$ cat src/rtl/data_memory_ctrl_pkg.sv
// ============================================================================
// Module : data_memory_ctrl_pkg
// Brief  : Shared FSM state encodings, op encoding and wait-state helpers.
// Rev    : 1.0  initial release
// ============================================================================
`default_nettype none

package data_memory_ctrl_pkg;

  localparam logic [1:0] c_IDLE        = 2'd0;
  localparam logic [1:0] c_ACCESS      = 2'd1;
  localparam logic [1:0] c_ACKNOWLEDGE = 2'd2;
  localparam logic [1:0] c_RELEASE     = 2'd3;

  localparam logic c_OP_WR = 1'b0;
  localparam logic c_OP_RD = 1'b1;

  localparam int c_DEFAULT_WAIT_STATES = 2;

  // Out-of-range wait-state requests clamp to what the counter can hold.
  function automatic int satLoad(input int waitStates, input int cntWidth);
    int maxCount;
    maxCount = (1 << cntWidth) - 1;
    if (waitStates > maxCount) return maxCount;
    if (waitStates < 0)        return 0;
    return waitStates;
  endfunction

endpackage

`default_nettype wire

$ cat src/rtl/data_memory_ctrl_if.sv
// ============================================================================
// Module : data_memory_ctrl_if
// Brief  : Control-side request bus plus Data_Memory strobe/data bus.
// Rev    : 1.0  initial release
// ============================================================================
`default_nettype none

interface data_memory_ctrl_if #(
  parameter int DATAWIDTH_BUS = 32
);
  logic                     MemCtrl_RD_In;
  logic                     MemCtrl_WR_In;
  logic [DATAWIDTH_BUS-1:0] MemCtrl_Address_In;
  logic [DATAWIDTH_BUS-1:0] MemCtrl_Data_In;
  logic [DATAWIDTH_BUS-1:0] MemCtrl_Data_Out;
  logic                     MemCtrl_ACK_Out;
  logic                     MemCtrl_Busy_Out;
  logic                     MemCtrl_Error_Out;
  logic                     Mem_RD_Out;
  logic                     Mem_WR_Out;
  logic [DATAWIDTH_BUS-1:0] Mem_Address_Out;
  logic [DATAWIDTH_BUS-1:0] Mem_Data_Out;
  logic [DATAWIDTH_BUS-1:0] Mem_Data_In;

  // Master is the system side: sequencer/datapath plus the memory array.
  modport master (
    output MemCtrl_RD_In, MemCtrl_WR_In, MemCtrl_Address_In, MemCtrl_Data_In, Mem_Data_In,
    input  MemCtrl_Data_Out, MemCtrl_ACK_Out, MemCtrl_Busy_Out, MemCtrl_Error_Out,
    input  Mem_RD_Out, Mem_WR_Out, Mem_Address_Out, Mem_Data_Out
  );

  modport slave (
    input  MemCtrl_RD_In, MemCtrl_WR_In, MemCtrl_Address_In, MemCtrl_Data_In, Mem_Data_In,
    output MemCtrl_Data_Out, MemCtrl_ACK_Out, MemCtrl_Busy_Out, MemCtrl_Error_Out,
    output Mem_RD_Out, Mem_WR_Out, Mem_Address_Out, Mem_Data_Out
  );
endinterface

`default_nettype wire

$ cat src/rtl/memctrl_wait_counter.sv
// ============================================================================
// Module : memctrl_wait_counter
// Brief  : Loadable wait-state down-counter with zero flag; never underflows.
// Rev    : 1.0  initial release
// ============================================================================
`default_nettype none

module memctrl_wait_counter #(
  parameter int WIDTH = 4
) (
  input  wire logic             clk,
  input  wire logic             rst,
  input  wire logic             load,
  input  wire logic             decrement,
  input  wire logic [WIDTH-1:0] loadValue,
  output logic                  isZero
);

  logic [WIDTH-1:0] r_count;

  always_ff @(posedge clk or posedge rst) begin
    if (rst) begin
      r_count <= '0;
    end else if (load) begin
      r_count <= loadValue;
    end else if (decrement && (r_count != '0)) begin
      r_count <= r_count - 1'b1;
    end
  end

  assign isZero = (r_count == '0);

endmodule

`default_nettype wire

$ cat src/rtl/data_memory_ctrl.sv
// ============================================================================
// Module : data_memory_ctrl
// Brief  : Multi-cycle data-memory access controller with wait states and ACK.
//          Optional alignment check enabled by defining MEMCTRL_ALIGN_CHECK_EN.
// Rev    : 1.0  initial release
// ============================================================================
`default_nettype none

module data_memory_ctrl
  import data_memory_ctrl_pkg::*;
#(
  parameter int DATAWIDTH_BUS      = 32,
  parameter int WAIT_STATES        = c_DEFAULT_WAIT_STATES,
  parameter int DATAWIDTH_WAIT_CNT = 4
) (
  input  wire logic          MemCtrl_CLOCK_50,
  input  wire logic          MemCtrl_RESET_InHigh,
  data_memory_ctrl_if.slave  bus
);

  localparam logic [DATAWIDTH_WAIT_CNT-1:0] c_LOAD_VALUE =
    DATAWIDTH_WAIT_CNT'(satLoad(WAIT_STATES, DATAWIDTH_WAIT_CNT));

  logic [1:0]               r_state;
  logic                     r_op;
  logic [DATAWIDTH_BUS-1:0] r_addr;
  logic [DATAWIDTH_BUS-1:0] r_wrData;
  logic [DATAWIDTH_BUS-1:0] r_rdData;
  logic                     w_request;
  logic                     w_cntLoad;
  logic                     w_cntDec;
  logic                     w_cntZero;

  assign w_request = bus.MemCtrl_RD_In | bus.MemCtrl_WR_In;
  assign w_cntLoad = (r_state == c_IDLE) && w_request;
  assign w_cntDec  = (r_state == c_ACCESS) && !w_cntZero;

  memctrl_wait_counter #(
    .WIDTH (DATAWIDTH_WAIT_CNT)
  ) u_waitCounter (
    .clk       (MemCtrl_CLOCK_50),
    .rst       (MemCtrl_RESET_InHigh),
    .load      (w_cntLoad),
    .decrement (w_cntDec),
    .loadValue (c_LOAD_VALUE),
    .isZero    (w_cntZero)
  );

`ifdef MEMCTRL_ALIGN_CHECK_EN
  logic r_err;
  logic w_misaligned;
  assign w_misaligned = (bus.MemCtrl_Address_In[1:0] != 2'b00);
`endif

  always_ff @(posedge MemCtrl_CLOCK_50 or posedge MemCtrl_RESET_InHigh) begin
    if (MemCtrl_RESET_InHigh) begin
      r_state  <= c_IDLE;
      r_op     <= c_OP_WR;
      r_addr   <= '0;
      r_wrData <= '0;
      r_rdData <= '0;
`ifdef MEMCTRL_ALIGN_CHECK_EN
      r_err    <= 1'b0;
`endif
    end else begin
      case (r_state)
        c_IDLE: begin
          if (w_request) begin
            r_addr   <= bus.MemCtrl_Address_In;
            r_wrData <= bus.MemCtrl_Data_In;
            r_op     <= bus.MemCtrl_RD_In ? c_OP_RD : c_OP_WR;
`ifdef MEMCTRL_ALIGN_CHECK_EN
            r_err    <= w_misaligned;
            r_state  <= w_misaligned ? c_ACKNOWLEDGE : c_ACCESS;
`else
            r_state  <= c_ACCESS;
`endif
          end
        end
        c_ACCESS: begin
          if (w_cntZero) begin
            if (r_op == c_OP_RD) r_rdData <= bus.Mem_Data_In;
            r_state <= c_ACKNOWLEDGE;
          end
        end
        c_ACKNOWLEDGE: r_state <= c_RELEASE;
        // A held request must be released before another access can start.
        c_RELEASE: if (!w_request) r_state <= c_IDLE;
        default: r_state <= c_IDLE;
      endcase
    end
  end

  // Outputs decode from state so an asynchronous reset drops strobes at once.
  assign bus.Mem_RD_Out       = (r_state == c_ACCESS) && (r_op == c_OP_RD);
  assign bus.Mem_WR_Out       = (r_state == c_ACCESS) && (r_op == c_OP_WR);
  assign bus.Mem_Address_Out  = r_addr;
  assign bus.Mem_Data_Out     = r_wrData;
  assign bus.MemCtrl_Data_Out = r_rdData;
  assign bus.MemCtrl_ACK_Out  = (r_state == c_ACKNOWLEDGE);
  assign bus.MemCtrl_Busy_Out = (r_state != c_IDLE);
`ifdef MEMCTRL_ALIGN_CHECK_EN
  assign bus.MemCtrl_Error_Out = (r_state == c_ACKNOWLEDGE) && r_err;
`else
  assign bus.MemCtrl_Error_Out = 1'b0;
`endif

endmodule

`default_nettype wire

$ cat src/flat_wrapper.sv
// flat-port wrapper written by rule: the top's interface ports become plain ports
module data_memory_ctrl_flat import data_memory_ctrl_pkg::*;
#(
  parameter int DATAWIDTH_BUS      = 32,
  parameter int WAIT_STATES        = c_DEFAULT_WAIT_STATES,
  parameter int DATAWIDTH_WAIT_CNT = 4
)
  (MemCtrl_CLOCK_50, MemCtrl_RESET_InHigh, bus_MemCtrl_RD_In, bus_MemCtrl_WR_In, bus_MemCtrl_Address_In, bus_MemCtrl_Data_In, bus_Mem_Data_In, bus_MemCtrl_Data_Out, bus_MemCtrl_ACK_Out, bus_MemCtrl_Busy_Out, bus_MemCtrl_Error_Out, bus_Mem_RD_Out, bus_Mem_WR_Out, bus_Mem_Address_Out, bus_Mem_Data_Out);
  data_memory_ctrl_if #(.DATAWIDTH_BUS(DATAWIDTH_BUS)) bus_i ();
  input  wire logic MemCtrl_CLOCK_50;
  input  wire logic MemCtrl_RESET_InHigh;
  input wire logic [$bits(bus_i.MemCtrl_RD_In)-1:0] bus_MemCtrl_RD_In;
  input wire logic [$bits(bus_i.MemCtrl_WR_In)-1:0] bus_MemCtrl_WR_In;
  input wire logic [$bits(bus_i.MemCtrl_Address_In)-1:0] bus_MemCtrl_Address_In;
  input wire logic [$bits(bus_i.MemCtrl_Data_In)-1:0] bus_MemCtrl_Data_In;
  input wire logic [$bits(bus_i.Mem_Data_In)-1:0] bus_Mem_Data_In;
  output wire logic [$bits(bus_i.MemCtrl_Data_Out)-1:0] bus_MemCtrl_Data_Out;
  output wire logic [$bits(bus_i.MemCtrl_ACK_Out)-1:0] bus_MemCtrl_ACK_Out;
  output wire logic [$bits(bus_i.MemCtrl_Busy_Out)-1:0] bus_MemCtrl_Busy_Out;
  output wire logic [$bits(bus_i.MemCtrl_Error_Out)-1:0] bus_MemCtrl_Error_Out;
  output wire logic [$bits(bus_i.Mem_RD_Out)-1:0] bus_Mem_RD_Out;
  output wire logic [$bits(bus_i.Mem_WR_Out)-1:0] bus_Mem_WR_Out;
  output wire logic [$bits(bus_i.Mem_Address_Out)-1:0] bus_Mem_Address_Out;
  output wire logic [$bits(bus_i.Mem_Data_Out)-1:0] bus_Mem_Data_Out;
  assign bus_i.MemCtrl_RD_In = bus_MemCtrl_RD_In;
  assign bus_i.MemCtrl_WR_In = bus_MemCtrl_WR_In;
  assign bus_i.MemCtrl_Address_In = bus_MemCtrl_Address_In;
  assign bus_i.MemCtrl_Data_In = bus_MemCtrl_Data_In;
  assign bus_i.Mem_Data_In = bus_Mem_Data_In;
  assign bus_MemCtrl_Data_Out = bus_i.MemCtrl_Data_Out;
  assign bus_MemCtrl_ACK_Out = bus_i.MemCtrl_ACK_Out;
  assign bus_MemCtrl_Busy_Out = bus_i.MemCtrl_Busy_Out;
  assign bus_MemCtrl_Error_Out = bus_i.MemCtrl_Error_Out;
  assign bus_Mem_RD_Out = bus_i.Mem_RD_Out;
  assign bus_Mem_WR_Out = bus_i.Mem_WR_Out;
  assign bus_Mem_Address_Out = bus_i.Mem_Address_Out;
  assign bus_Mem_Data_Out = bus_i.Mem_Data_Out;
  data_memory_ctrl #(.DATAWIDTH_BUS(DATAWIDTH_BUS), .WAIT_STATES(WAIT_STATES), .DATAWIDTH_WAIT_CNT(DATAWIDTH_WAIT_CNT)) u_core (.MemCtrl_CLOCK_50(MemCtrl_CLOCK_50), .MemCtrl_RESET_InHigh(MemCtrl_RESET_InHigh), .bus(bus_i));
endmodule
$ cat config.mk
export PLATFORM = sky130hd
export DESIGN_NAME = data_memory_ctrl_flat
export DESIGN_NICKNAME = d
export VERILOG_FILES = /design/src/rtl/data_memory_ctrl_pkg.sv /design/src/rtl/data_memory_ctrl_if.sv /design/src/rtl/memctrl_wait_counter.sv /design/src/rtl/data_memory_ctrl.sv /design/src/flat_wrapper.sv
export SDC_FILE = /design/constraint.sdc
export NUM_CORES = 1
export LEC_CHECK = 0
export BUFFER_PORTS_ARGS = -buffer_cell sky130_fd_sc_hd__buf_2
export CAP_MARGIN = 15
export CORE_ASPECT_RATIO = 1.75
export CORE_MARGIN = 4
export CORE_UTILIZATION = 50
export CTS_CLUSTER_SIZE = 28
export DETAILED_ROUTE_END_ITERATION = 7
export GPL_TIMING_DRIVEN = 0
export PLACE_DENSITY = 0.85
export SKIP_LAST_GASP = 1
export SLEW_MARGIN = 20
export SYNTH_ARGS = -nofsm -noshare
export SYNTH_HDL_FRONTEND = slang
export SYNTH_SLANG_ARGS = --single-unit
$ cat constraint.sdc
create_clock -name MemCtrl_CLOCK_50 -period 5.45 [get_ports MemCtrl_CLOCK_50]
set_input_delay 0.8175 -clock MemCtrl_CLOCK_50 [delete_from_list [all_inputs] [get_ports MemCtrl_CLOCK_50]]
set_output_delay 0.8175 -clock MemCtrl_CLOCK_50 [all_outputs]
set_load 0.05 [all_outputs]
* Yosys cells after proc, flatten, opt, wreduce, memory -nomap -nowiden
Cells that the tools add are included.
Storage, ports and cells: register bits 103, input port bits 100
Operators by class: eq/ne operators 6, bitwise logic cells 2, $add $sub $neg 1, reductions and logical operators 14, mux-type cells 7
Operators by type and width (number):
- $mux W4 | 2
- $pmux W2 S4 | 1
- $mux W2 | 3
- $reduce_and A3 Y1 | 2
- $logic_and A1 B1 Y1 | 5
- $eq A2 B2 Y1 const B | 2
- $logic_not A4 Y1 | 1
- $ne A2 B1 Y1 const B | 2
- $reduce_bool A2 Y1 | 2
- $reduce_bool A4 Y1 | 1
- $sub A4 B1 Y4 const B | 1
- $eq A2 B1 Y1 const B | 1
- $logic_not A2 Y1 | 1
- $ne A2 B2 Y1 const B | 1
- $reduce_and A2 Y1 | 1
- $logic_not A1 Y1 | 1
- $mux W1 | 1
- $not A1 Y1 | 1
- $or A1 B1 Y1 | 1

* Longest topological paths before layout
depth after elaboration 6, depth in mapped cells 7, gate-level depth less buffers 5

* Cells and area by module
Synthesis repeated with hierarchy kept, for this count alone.
Unflattened totals: cell total of the unflattened synthesis 259, area, all modules 4234.1 µm²
By module, submodules not included:
- data_memory_ctrl | seq. area each 2477.4 µm², cells each 231, area an instance 3972.6 µm², times used 1
- memctrl_wait_counter | seq. area each 100.1 µm², cells each 28, area an instance 261.5 µm², times used 1

* Worst setup path before layout
Ideal clock, no wire load.
path type register -> output, from reg u_core.r_state[1], to out bus_Mem_WR_Out, buffers on the path 0, path slack 3.104 ns, stages on the path, launching flop included 5, data arrival time 1.528 ns, cells stage by stage dfrtp_1 inv_1 ha_1 inv_1 nor2_1
Between the ends: word-level cells in the longest chain between the ends 2
Ends and longest elaborated chain:
- start, declared | RTL line data_memory_ctrl.sv:24 | logic [1:0] r_state;
- start signal, assigned | RTL line data_memory_ctrl.sv:57 | r_state <= c_IDLE;
- start signal, assigned | RTL line data_memory_ctrl.sv:76 | r_state <= c_ACCESS;
- start signal, assigned | RTL line data_memory_ctrl.sv:83 | r_state <= c_ACKNOWLEDGE;
- $eq A2 B1 Y1 | RTL line data_memory_ctrl.sv:96 | assign bus.Mem_WR_Out = (r_state == c_ACCESS) && (r_op == c_OP_WR);
- $logic_and A1 B1 Y1 | RTL line data_memory_ctrl.sv:96
- end, declared | RTL line flat_wrapper.sv:22 | output wire logic [$bits(bus_i.Mem_WR_Out)-1:0] bus_Mem_WR_Out;
Every way passes these cells.

* Worst setup path after layout
Ends and elaborated chain as after synthesis.

==> summary.md <==
| Metric | Value |
|---|---|
| Syn Nets | `360` |
| Cell count after synthesis | `254` |
| Count leader, synth | `dfrtp_1` |
| Reg2Reg Depth | `7` |
| Routability Congestion | `0.731` |
| Vias | `2835` |
| Initial antenna violation count | `0` |
| Via-per-instance ratio | `5.04` |
| Number of synthesized flops with an enable pin | `0` |
| Yosys top cell by area | `dfrtp_1` |
| Cell area after synthesis | `4210 um^2` |
| Fillcell total | `582` |
| Largest net degree at the start of global routing | `87` |
| Worst Setup Start Kind | `register` |
| Drt total wl | `9670 um` |
| ANT cells | `0` |
| Share of layout cells above drive strength 1 | `0.677` |
| Avg WL per Cell | `17.2 um` |
| Reg2reg start | `u_core.r_state[1]` |
| RSZ-0062 raised after global routing | `no` |
| Worst R2R End | `u_core.bus.MemCtrl_Data_Out[20]` |
| Vias in the first global route | `2980` |
| WP data required | `4630 ps` |
| CTS Buf Count | `9` |
| Yosys cell types | `32` |
| P&R area growth vs syn | `34.5%` |
| Core ar. | `8260 um^2` |
| Top FF cell, synth | `dfrtp_1` |
| Tmin final | `2520 ps` |
| Synth warn | `0` |
| FFs w/ async S/R, synth | `1.00` |
| ANT nets after route | `0` |
| Kind of critical path | `register to output port` |
| Die H | `129 um` |
| Iter 0 DRT Violations | `55` |
| Synth area leaders | `dfrtp_1 (61%), mux2_2 (14%), mux2_4 (11%)` |
| Clock latency on the worst-skew pair | `340 ps` |
| Setup_tns | `0 ps` |
| Crit path max fanout | `6` |
| Global-route wire length before repair | `14800 um` |
| Total clock sinks | `103` |
| All-Layer GR Usage | `0.193` |
| Fmax | `396 MHz` |
| Sequential-to-total area share from yosys stat | `0.612` |
| Synth top area share | `0.612` |
| # hold bufs at CTS | `0` |
| Synth Area per Inst | `16.6 um^2` |
| Initial Util | `0.510` |
| Fin nets | `571` |
| Status | `finished clean` |
| Top cells by count, synth | `dfrtp_1 (103), mux2_2 (53), mux2_4 (31)` |
| Clk root buf | `clkbuf_16` |
| Tcrit/Tclk final | `0.463` |
| Clock transition at the registers of the reported paths | `70 ps` |
| Setup Skew | `7.06 ps` |
| Grt ovf | `0` |
| Crit path capture type | `output port` |
| Post-DP HPWL | `7610 um` |
| Iteration count of the initial detailed-routing pass | `4` |
| Min-Delay Path Class | `input port to async pin` |
| Post-CTS Setup Inserts | `0` |
| Critical Path AT | `1710 ps` |
| Die area | `10000 um^2` |
| Post-synthesis register bit count | `103` |
| # H-tree levels | `3` |
| Final setup fails | `0` |
| Multi-input logic area | `1490 um^2` |
| Sequential Area | `2580 um^2` |
| CTS Buffer Depth | `2` |
| # rows | `44` |
| DIE WIDTH | `77.4 um` |
| CTS tree | `done` |
| Io pins | `201` |
| PostCTS Resize Cnt | `0` |
| Max cap viols | `0` |
| Flop2flop setup slack | `3570 ps` |
| Port-buffer cells | `199` |
| Final Max Tran Viols | `0` |
| Final hold vios | `0` |
| DRC Markers | `0` |
critical path, stage by stage, from the launching register on:
cell and delay [ps]:
dfrtp_1 410, inv_1 100, ha_1 320, inv_1 160, nor2_1 120, buf_2 270
worst max-delay path by stage:
stage                                           endpoint  cells past startpoint            startpoint  slack, ps
after global placement    u_core.bus.Mem_Address_Out[13]                      2  MemCtrl_RESET_InHigh       1000
final                                     bus_Mem_WR_Out                      5     u_core.r_state[1]       2930
after detailed placement     u_core.bus.Mem_Data_Out[19]                      4     bus_MemCtrl_WR_In       3280
after CTS                                 bus_Mem_WR_Out                      5     u_core.r_state[1]       2910
after global routing                      bus_Mem_WR_Out                      5     u_core.r_state[1]       2800
after floorplan           u_core.bus.MemCtrl_Data_Out[0]                      1  MemCtrl_RESET_InHigh       1930
registers in the layout (all words and copies together) (netlist names):
register,count
u_core.bus.MemCtrl_Data_Out,32
u_core.bus.Mem_Address_Out,32
u_core.bus.Mem_Data_Out,32
u_core.u_waitCounter.r_count,4
u_core.r_state,2
u_core.r_op,1
kinds of logic after synthesis:
logic type / synth area share
buf+inv: 0.0333
simple gates: 0.0229
fa+ha+maj: 0.0178
compound gates: 0.0235
mux: 0.289
flops: 0.612
other cells: 0.000891
metrics by stage:
stage          area (um^2)  hold slack [ps]  setup WS, ps   util  std cells
2_1_floorplan         4210              470          1930      -        254
3_3_place_gp          5320              471          1000  0.644        545
3_5_place_dp          5350              470          3280  0.648        546
4_1_cts               5660              397          2910  0.686        562
5_1_grt               5660              401          2800  0.686        562
6_report              5660              399          2930  0.686        562
final cells by class:
| type | count | area share |
|---|---|---|
| Clock inverter | 4 | 0.00950 |
| Buffer | 12 | 0.0201 |
| Timing Repair Buffer | 200 | 0.181 |
| Multi-Input combinational cell | 132 | 0.264 |
| Tap cell | 92 | 0.0203 |
| Sequential cell | 103 | 0.455 |
| Clock buffer | 12 | 0.0453 |
| Inverter | 7 | 0.00552 |
metal layers:
layer  vias up  routed length, um  global-route usage
met3        21                490              0.0376
li1       1313                  -                   -
met1      1401               3300               0.203
met2       100               5600               0.356
met5         -                  0                   0
met4         0                277               0.110
placed cells by master (no fill, tap or decap), types with 2 or more instances in the layout:
cell type / netlist / layout
buf_2: 7 / 206
dfrtp_1: 103 / 103
mux2_2: 53 / 53
mux2_4: 31 / 31
mux2_1: 13 / 13
clkbuf_16: 0 / 9
inv_1: 7 / 6
ha_1: 6 / 6
nand2_1: 4 / 4
nor2_1: 3 / 3
buf_12: 3 / 3
o21a_1: 2 / 2
a21oi_1: 2 / 2
clkbuf_8: 0 / 2
clkinvlp_4: 0 / 2
Power is left out: the tool's default activity adds up to more than one toggle a clock period on the data nets, which glitch-free logic cannot reach.
